--- src/rtl/datagram_receiver.sv ---
// datagram_receiver: deserializes one broadcast frame (payload then check
// field, both LSB first), verifies the seeded XOR checksum, holds good frames
// in a shadow register and commits them to the display output only on
// commit_tick so a scene never changes mid-raster.
// Optional feature macro RX_TIMEOUT_EN: blank the output after TIMEOUT_TICKS
// commit ticks pass without a successful commit.
module datagram_receiver #(
  parameter int unsigned       MESSAGE_SIZE  = 16,
  parameter int unsigned       CHK_W         = 8,
  parameter logic [CHK_W-1:0]  CHK_SEED      = 8'hA5,
  parameter int unsigned       ERR_CNT_W     = 8,
  parameter int unsigned       TIMEOUT_TICKS = 60
) (
  input  logic                    clk,
  input  logic                    rst,
  input  logic                    ser_frame,
  input  logic                    ser_strobe,
  input  logic                    ser_data,
  input  logic                    commit_tick,
  output logic [MESSAGE_SIZE-1:0] datagram,
  output logic                    datagram_valid,
  output logic                    frame_ok,
  output logic                    frame_err,
  output logic [ERR_CNT_W-1:0]    err_count
);

  localparam int unsigned TOT  = MESSAGE_SIZE + CHK_W;
  localparam int unsigned BC_W = $clog2(TOT + 1);
  localparam int unsigned CP_W = (CHK_W > 1) ? $clog2(CHK_W) : 1;

  typedef enum logic [1:0] {IDLE, RECV, CHECK, WAIT_END} state_t;

  state_t                  state, state_next;
  logic                    frame_prev;
  logic [BC_W-1:0]         bit_cnt;
  logic [CP_W-1:0]         chk_pos;
  logic [CHK_W-1:0]        chk;
  logic [TOT-1:0]          shift_reg;
  logic [MESSAGE_SIZE-1:0] shadow;
  logic                    pending;

  logic start, shift, short_err, check_ok, check_bad;
  logic check_match;

  assign check_match = (shift_reg[TOT-1:MESSAGE_SIZE] == chk);

  // State register
  always_ff @(posedge clk) begin
    if (!rst) state <= IDLE;
    else      state <= state_next;
  end

  // Next-state and per-cycle control strobes
  always_comb begin
    state_next = state;
    start      = 1'b0;
    shift      = 1'b0;
    short_err  = 1'b0;
    check_ok   = 1'b0;
    check_bad  = 1'b0;
    unique case (state)
      IDLE: begin
        if (ser_frame && !frame_prev) begin
          start      = 1'b1;
          state_next = RECV;
        end
      end
      RECV: begin
        if (!ser_frame) begin
          short_err  = 1'b1;
          state_next = IDLE;
        end else if (ser_strobe) begin
          shift = 1'b1;
          if (bit_cnt == BC_W'(TOT - 1)) state_next = CHECK;
        end
      end
      CHECK: begin
        check_ok   = check_match;
        check_bad  = !check_match;
        state_next = WAIT_END;
      end
      WAIT_END: begin
        if (!ser_frame) state_next = IDLE;
      end
      default: state_next = IDLE;
    endcase
  end

  // Bit capture and running checksum; payload bit i folds into chk[i % CHK_W]
  always_ff @(posedge clk) begin
    if (!rst) begin
      // Treat the envelope as already high so a frame in progress at
      // reset release is not mistaken for a new one.
      frame_prev <= 1'b1;
      bit_cnt    <= '0;
      chk_pos    <= '0;
      chk        <= CHK_SEED;
      shift_reg  <= '0;
    end else begin
      frame_prev <= ser_frame;
      if (start) begin
        bit_cnt <= '0;
        chk_pos <= '0;
        chk     <= CHK_SEED;
      end else if (shift) begin
        shift_reg <= {ser_data, shift_reg[TOT-1:1]};
        bit_cnt   <= bit_cnt + 1'b1;
        if (bit_cnt < BC_W'(MESSAGE_SIZE)) begin
          chk[chk_pos] <= chk[chk_pos] ^ ser_data;
          if (chk_pos == CP_W'(CHK_W - 1)) chk_pos <= '0;
          else                             chk_pos <= chk_pos + 1'b1;
        end
      end
    end
  end

  // Result pulses and saturating error counter
  always_ff @(posedge clk) begin
    if (!rst) begin
      frame_ok  <= 1'b0;
      frame_err <= 1'b0;
      err_count <= '0;
    end else begin
      frame_ok  <= check_ok;
      frame_err <= short_err | check_bad;
      if ((short_err || check_bad) && (err_count != '1))
        err_count <= err_count + 1'b1;
    end
  end

`ifdef RX_TIMEOUT_EN
  localparam int unsigned TO_W = $clog2(TIMEOUT_TICKS + 1);
  logic [TO_W-1:0] idle_ticks;
`endif

  // Shadow capture and tick-aligned commit; a new good frame is written after
  // the commit so a same-cycle success stays pending for the next tick.
  always_ff @(posedge clk) begin
    if (!rst) begin
      shadow         <= '0;
      pending        <= 1'b0;
      datagram       <= '0;
      datagram_valid <= 1'b0;
`ifdef RX_TIMEOUT_EN
      idle_ticks     <= '0;
`endif
    end else begin
      if (commit_tick) begin
        if (pending) begin
          datagram       <= shadow;
          datagram_valid <= 1'b1;
          pending        <= 1'b0;
`ifdef RX_TIMEOUT_EN
          idle_ticks     <= '0;
`endif
        end
`ifdef RX_TIMEOUT_EN
        else if (idle_ticks != TO_W'(TIMEOUT_TICKS)) begin
          idle_ticks <= idle_ticks + 1'b1;
          if (idle_ticks == TO_W'(TIMEOUT_TICKS - 1)) begin
            datagram       <= '0;
            datagram_valid <= 1'b0;
          end
        end
`endif
      end
      if (check_ok) begin
        shadow  <= shift_reg[MESSAGE_SIZE-1:0];
        pending <= 1'b1;
      end
    end
  end

endmodule

--- config.mk ---
export PLATFORM = sky130hd
export DESIGN_NAME = datagram_receiver
export DESIGN_NICKNAME = d
export VERILOG_FILES = /design/src/rtl/datagram_receiver.sv
export SDC_FILE = /design/constraint.sdc
export NUM_CORES = 1
export LEC_CHECK = 0
export CAP_MARGIN = 10
export CORE_ASPECT_RATIO = 1.1
export CORE_MARGIN = 3
export CORE_UTILIZATION = 35
export DETAILED_ROUTE_END_ITERATION = 12
export HOLD_SLACK_MARGIN = 0.08
export RECOVER_POWER = 25
export SETUP_SLACK_MARGIN = 0.4
export SYNTH_ARGS = -nofsm -noshare
export SYNTH_HDL_FRONTEND = slang
export SYNTH_SLANG_ARGS = --single-unit
export TNS_END_PERCENT = 30
--- constraint.sdc ---
create_clock -name clk -period 1.65 [get_ports clk]
set_input_delay 0.33 -clock clk [delete_from_list [all_inputs] [get_ports clk]]
set_output_delay 0.33 -clock clk [all_outputs]
set_load 0.005 [all_outputs]
==> results.py, run 1 <==
metrics = {
    "status": {
        "status": "finished, final reports clean",
    },
    "setup_path": {
        "worst-path-buf-inv": 2,
        "required_ps": 1900,
        "end_kind": "flip-flop",
        "path_delay_family": "simple AND/OR/NAND/NOR gates",
        "critical_path.cell_chain": "xnor2_2 > nand4_1 > buf_6 > nor4_4 > buf_12 > mux2i_1 > nor2b_1",
        "cp_max_fo": 18,
        "critPathMaxStageDelay_ps": 340,
        "critical_path_class": "reg -> reg",
        "worst_path_max_delay_cell": "dfxtp_2",
        "cp.arrival_ps": 1890,
        "start_kind": "flip-flop",
    },
    "yosys": {
        "syn_area_per_cell_um2": 8.971,
        "yosys-top-cells-area": "dfxtp_1 47%, nand2_1 10%, a21boi_0 9.1%",
        "synth-seq-cells": 87,
        "yosysWarnings": 0,
        "synth_common_cells": "99 x nand2_1, 87 x dfxtp_1, 45 x a21boi_0, 19 x nor2b_1, 18 x mux2i_1",
        "ys_seq_area_share_pct": 47.12,
        "syn_area_um2": 3696,
        "yosys.area.top_type": "dfxtp_1",
        "syn_nets": 422,
        "synth-edff-count": 0,
        "synth.distinct_cells": 48,
        "synthCells": 412,
        "synthFlopType": "dfxtp_1",
        "synth.most_common_cell": "nand2_1",
        "ys_async_sr_fraction_pct": 0,
        "synth_top_area_share_pct": 47.12,
    },
    "sta": {
        "fin_ws_ps": 4.690,
        "fin_setup_tns_ps": 0,
        "rsz0062_at_grt": "yes",
        "min_period_over_period_pct": 99.72,
        "clock_skew_ps": 7.913,
        "finalSetupViolations": 0,
        "fin_crit_ps": 1645,
        "worstMarginPinSlew_ps": 637.3,
        "hold_slack_ps": 295.6,
        "hold_viol": 0,
        "drv_slew": 0,
        "fmax_mhz": 607.8,
        "relSlewSlack_pct": 57.45,
    },
    "cells_and_area": {
        "largest_register_ffs": 24,
        "syn_to_final_growth_pct": 40.18,
        "multiInputGateArea_um2": 2142,
        "antenna_cells": 0,
        "drive_above_1_share_pct": 34.65,
        "ff_latch_area_um2": 1805,
        "num-nets-final": 487,
        "fillers": 929,
    },
    "floorplan": {
        "rows": 38,
        "die_width_um": 104.0,
        "coreArea_um2": 10080,
        "die_y_um": 113.8,
        "initial_core_util_pct": 36.67,
        "dieArea_um2": 11830,
        "io_pins": 33,
    },
    "power_and_ir_drop": {
        "peakVddDrop_uv": 334.0,
        "p_sw_share_pct": 21.60,
        "power_frac_seq_pct": 53.3,
        "power_leakage_nw": 2.266,
        "p_clk_share_pct": 41.9,
        "power_frac_comb_pct": 4.8,
        "power_density_nw_per_um2": 762.8,
        "switchingPower_mw": 0.8535,
        "p_int_mw": 3.099,
    },
    "detailed_routing": {
        "wl_per_cell_um": 12.14,
        "ant_nets": 0,
        "via_per_inst": 4.783,
        "first_pass_iters": 4,
        "vias": 2975,
        "drc_errors": 0,
        "routed_wirelength_mm": 7.552,
        "drt_iter0_drc": 103,
    },
    "placement": {
        "gp_congestion": 0.7930,
        "portBuffers": 32,
        "pre_cts_ws_ps": -452.5,
        "dp_hpwl_mm": 4.801,
    },
    "global_routing": {
        "overflow": 0,
        "grt_start_max_net_pins": 68,
        "grt_use_total_pct": 12.65,
        "grt_pass1_wl_mm": 12.45,
        "grt_pass1_vias": 2777,
        "antenna_found_initial": 0,
    },
    "cts": {
        "clk_latency_ps": 350,
        "cts_buffers": 9,
        "clockBufferDepth": 2,
        "clock_sinks": 87,
        "cts_tree": "built",
        "root_buffer": "clkbuf_8",
        "htreeDepth": 3,
        "cts.clk_slew.worst_paths_ps": 90,
    },
    "min_path": {
        "hold_path_class": "in -> reg",
    },
    "job": {
        "cap_violations": 0,
    },
}
## stage by stage
stage | power, mW | instance area, um^2 | util [%] | cells
3_5_place_dp | 2.317 | 4438 | 44.03 | 598
2_1_floorplan | 2.249 | 3737 | - | 412
5_1_grt | 4.107 | 5181 | 51.40 | 622
4_1_cts | 3.995 | 4816 | 47.78 | 621
6_report | 3.952 | 5181 | 51.40 | 622
3_3_place_gp | 2.316 | 4438 | 44.03 | 598
## kinds of logic (layout without fill, tap and decap cells)
logic type / Yosys count / after routing / synth area share [%]
DFF: 87 / 87 / 47.12
buffers and inverters: 29 / 99 / 3.622
AOI/OAI and AO/OA: 91 / 91 / 17.37
xor gates and xnor gates: 14 / 14 / 3.521
muxes: 18 / 18 / 4.875
adders and majority gates: 4 / 4 / 1.354
and+or+nand+nor: 169 / 169 / 22.14
## worst reg2reg max path, delay by kind of cell (launching register included)
family / cells / cell delay, ps
xor+xnor: 1 / 150
mux: 1 / 220
buf+inv: 2 / 370
flops: 1 / 340
simple gates: 3 / 460
## power groups by stage
stage | clock (mW) | combinational (mW) | sequential, mW
global route | 1.79 | 0.206 | 2.11
finish | 1.65 | 0.192 | 2.11
floorplan | 0 | 0.0848 | 2.16
global placement | 0 | 0.153 | 2.16
detailed placement | 0 | 0.155 | 2.16
CTS | 1.71 | 0.175 | 2.11
## layout by cell type (no fill, tap or decap), types with 3 or more instances in the layout
master           Yosys  layout
dfxtp_2              0      33
o21a_1               3       3
nand2_2              0      11
nor2b_1             19      19
o21ai_1              1       6
xor2_1               4       4
o211ai_1             3       3
a21boi_1             0      20
dfxtp_4              0       6
a21boi_2             0       8
nand3b_1             3       3
dfxtp_1             87      48
o21ai_2              0       4
xnor2_1              9       5
buf_6                1      17
nand2b_1             5       5
nand2_1             99      76
a21oi_2              0       3
clkbuf_8             0      10
nor2_1               6       5
mux2i_1             18      18
a21boi_0            45      17
o31ai_4              0       3
o21ai_0             14       5
xnor2_2              0       4
buf_4                2      30
nand3_1              8       7
nand2_4              0      12
dlymetal6s2s_1       0      21
nand4_1              7       7
clkbuf_1            15       3
or3_1                6       4
a21oi_1             10       7
clkdlybuf4s50_1      0       4
## worst paths after layout
check / from / endpoint / slack [ps] / depth (start not counted)
setup / recovery: shift_reg[20]$_SDFFE_PN0P_ / shadow[3]$_SDFFE_PN0P_ / 5 / 7
hold / removal: rst / frame_prev$_SDFF_PN1_ / 300 / 2
setup reg to reg: shift_reg[20]$_SDFFE_PN0P_ / shadow[3]$_SDFFE_PN0P_ / 5 / 7
hold reg to reg: datagram_valid$_SDFFE_PN0P_ / datagram_valid$_SDFFE_PN0P_ / 460 / 1
## layout make-up
type	count	share of cell area, %
multi-input cells	296	41.34
flip-flops and latches	87	34.85
repair buffers	80	15.91
well taps	140	3.381
clock buffers	12	2.801
clock inverters	4	1.497
inverters	3	0.2173
## layer usage
| layer | track usage, % | wire length (um) | vias up |
|---|---|---|---|
| met5 | 0 | 0 | - |
| met4 | 5.319 | 126 | 0 |
| met3 | 3.113 | 190 | 10 |
| met2 | 21.15 | 3549 | 33 |
| met1 | 15.67 | 3686 | 1391 |
| li1 | - | - | 1541 |
## timing repair
item                                    4_1_cts  5_1_grt
gates resized for setup                      54      146
endpoints found under the setup margin       96       96
pin swaps                                    17       68
gates cloned                                  0        0
setup buffers                                 7        1
hold buffers                                  0        0
Power figures use the tool's default switching activity.
==> run 2, diff against run 1 <==
--- a/config.mk
+++ b/config.mk
@@ -8,9 +8,10 @@
 export CAP_MARGIN = 10
 export CORE_ASPECT_RATIO = 1.1
 export CORE_MARGIN = 3
-export CORE_UTILIZATION = 35
+export CORE_UTILIZATION = 51
 export DETAILED_ROUTE_END_ITERATION = 12
 export HOLD_SLACK_MARGIN = 0.08
+export PLACE_DENSITY = 0.75
 export RECOVER_POWER = 25
 export SETUP_SLACK_MARGIN = 0.4
 export SYNTH_ARGS = -nofsm -noshare
==> run 2 against run 1 <==
  * Critical path type unchanged
  * Register-to-register slack got worse by 190 ps
  * The flow now finishes with violations (setup timing)
  * Critical path depth is 1 higher
  * Highest routed layer unchanged
  * Clock skew up 2.9 ps
  * Via count grew 9.7%
  * Utilization increased by 28 points
==> results.py, run 2 (same netlist as run 1, synthesis figures left out) <==
metrics = {
    "global_routing": {
        "grt_pass1_wl_mm": 13.44,
        "grt_pass1_vias": 2999,
        "grt_use_total_pct": 19.95,
        "grt_start_max_net_pins": 60,
        "overflow": 0,
        "antenna_found_initial": 0,
    },
    "power_and_ir_drop": {
        "power_leakage_nw": 2.369,
        "power_density_nw_per_um2": 717.4,
        "total_power_mw": 3.854,
        "peakVddDrop_uv": 559.2,
    },
    "setup_path": {
        "required_ps": 1890,
        "crit_path_start": "shift_reg[23]$_SDFFE_PN0P_",
        "reg2reg_slack_ps": -190,
        "cp.arrival_ps": 2080,
        "worst-path-buf-inv": 3,
        "end_kind": "flip-flop",
        "path_depth": 8,
        "critPathMaxStageDelay_ps": 340,
        "worst_path_max_delay_cell": "dfxtp_2",
        "start_kind": "flip-flop",
        "r2r-end": "shadow[5]$_SDFFE_PN0P_",
        "critPathMostFrequentCell": "buf_6",
        "cp_max_fo": 5,
        "crit_path_end": "shadow[5]$_SDFFE_PN0P_",
        "path_delay_family": "simple AND/OR/NAND/NOR gates",
        "worstReg2RegStart": "shift_reg[23]$_SDFFE_PN0P_",
        "rr_worst_depth": 8,
        "critical_path.cell_chain": "xnor2_2 > nand4_1 > buf_6 > nor4_4 > buf_6 > buf_12 > mux2i_2 > nor2b_1",
        "critical_path_class": "reg -> reg",
    },
    "placement": {
        "placed_cells": 542,
        "pre_cts_ws_ps": -735.8,
        "dp_hpwl_mm": 4.929,
        "portBuffers": 32,
        "placed_area_um2": 4368,
        "gp_congestion": 0.8171,
    },
    "sta": {
        "worstMarginPinSlew_ps": 673.0,
        "fmax_mhz": 543.9,
        "fin_setup_tns_ps": -1701,
        "hold_viol": 0,
        "fin_ws_ps": -188.7,
        "clock_skew_ps": 10.85,
        "min_period_over_period_pct": 111.4,
        "drv_slew": 0,
        "relSlewSlack_pct": 55.06,
        "fin_crit_ps": 1839,
        "hold_slack_ps": 279.2,
        "rsz0062_at_grt": "yes",
        "finalSetupViolations": 16,
    },
    "detailed_routing": {
        "drt_iter0_drc": 191,
        "vias": 3263,
        "drc_errors": 0,
        "routed_wirelength_mm": 9.832,
        "first_pass_iters": 4,
        "via_per_inst": 5.607,
        "wl_per_cell_um": 16.89,
        "ant_nets": 0,
    },
    "cells_and_area": {
        "ff_latch_area_um2": 1814,
        "final_cell_mix": "77 x nand2_1, 47 x dfxtp_1, 42 x buf_4",
        "num-nets-final": 505,
        "syn_to_final_growth_pct": 45.33,
        "final_common_cell": "nand2_1",
        "drive_above_1_share_pct": 39.80,
        "utilization_pct": 79.13,
        "stdcell_count": 582,
        "fillers": 394,
        "antenna_cells": 0,
        "largest_register_ffs": 24,
        "stdcell_area_um2": 5371,
        "multiInputGateArea_um2": 2223,
    },
    "status": {
        "violations": "setup timing",
        "status": "finished, violations left",
    },
    "min_path": {
        "hold_path_class": "in -> reg",
    },
    "cts": {
        "root_buffer": "clkbuf_8",
        "cts.clk_slew.worst_paths_ps": 90,
        "clk_latency_ps": 350,
        "clock_sinks": 87,
        "clockBufferDepth": 2,
        "cts_tree": "built",
        "cts_hold_buffers": 0,
        "cts_buffers": 9,
        "htreeDepth": 3,
    },
    "floorplan": {
        "initial_core_util_pct": 54.45,
        "die_y_um": 95.29,
        "rows": 31,
        "dieArea_um2": 8306,
        "die_width_um": 87.17,
        "coreArea_um2": 6788,
        "io_pins": 33,
    },
    "job": {
        "cap_violations": 0,
    },
}
-- run 2: routing by layer --
metal / track usage [%] / up-vias / part of all wire (%)
met4: 6.522 / 0 / 1.8
li1: - / 1577 / -
met3: 4.840 / 19 / 4.5
met1: 24.35 / 1582 / 41
met2: 34.43 / 85 / 53
met5: 0 / - / 0
-- run 2: what timing repair did --
action,in CTS,in global routing
pin swaps,12,71
gates cloned,0,2
setup buffers,14,8
setup endpoints to repair,95,95
resized for setup,40,182
-- run 2: where the power goes --
| part | leakage, nW | switching [mW] | internal (mW) |
|---|---|---|---|
| sequential | 0.720 | 0.00957 | 2.10 |
| combinational | 1.55 | 0.108 | 0.112 |
| clock | 0.0989 | 0.783 | 0.746 |
-- run 2: final cells by class --
class	instances	area share, %
multi-input cells	296	41.39
flip-flops and latches	87	33.78
repair buffers	98	18.80
clock buffers	10	2.562
well taps	82	1.910
clock inverters	6	1.258
inverters	3	0.3028
-- run 2: worst min path at each step --
| stage | startpoint | end | slack [ps] | cells past startpoint |
|---|---|---|---|---|
| 5_1_grt | rst | state[0]$_SDFFE_PN0P_ | 290 | 2 |
| 3_5_place_dp | datagram[8]$_SDFFE_PN0P_ | datagram[8]$_SDFFE_PN0P_ | 460 | 2 |
| 4_1_cts | rst | frame_prev$_SDFF_PN1_ | 230 | 2 |
| 3_3_place_gp | datagram_valid$_SDFFE_PN0P_ | datagram_valid$_SDFFE_PN0P_ | 450 | 1 |
| 6_report | rst | state[0]$_SDFFE_PN0P_ | 280 | 2 |
| 2_1_floorplan | ser_frame | frame_prev$_SDFF_PN1_ | 430 | 1 |
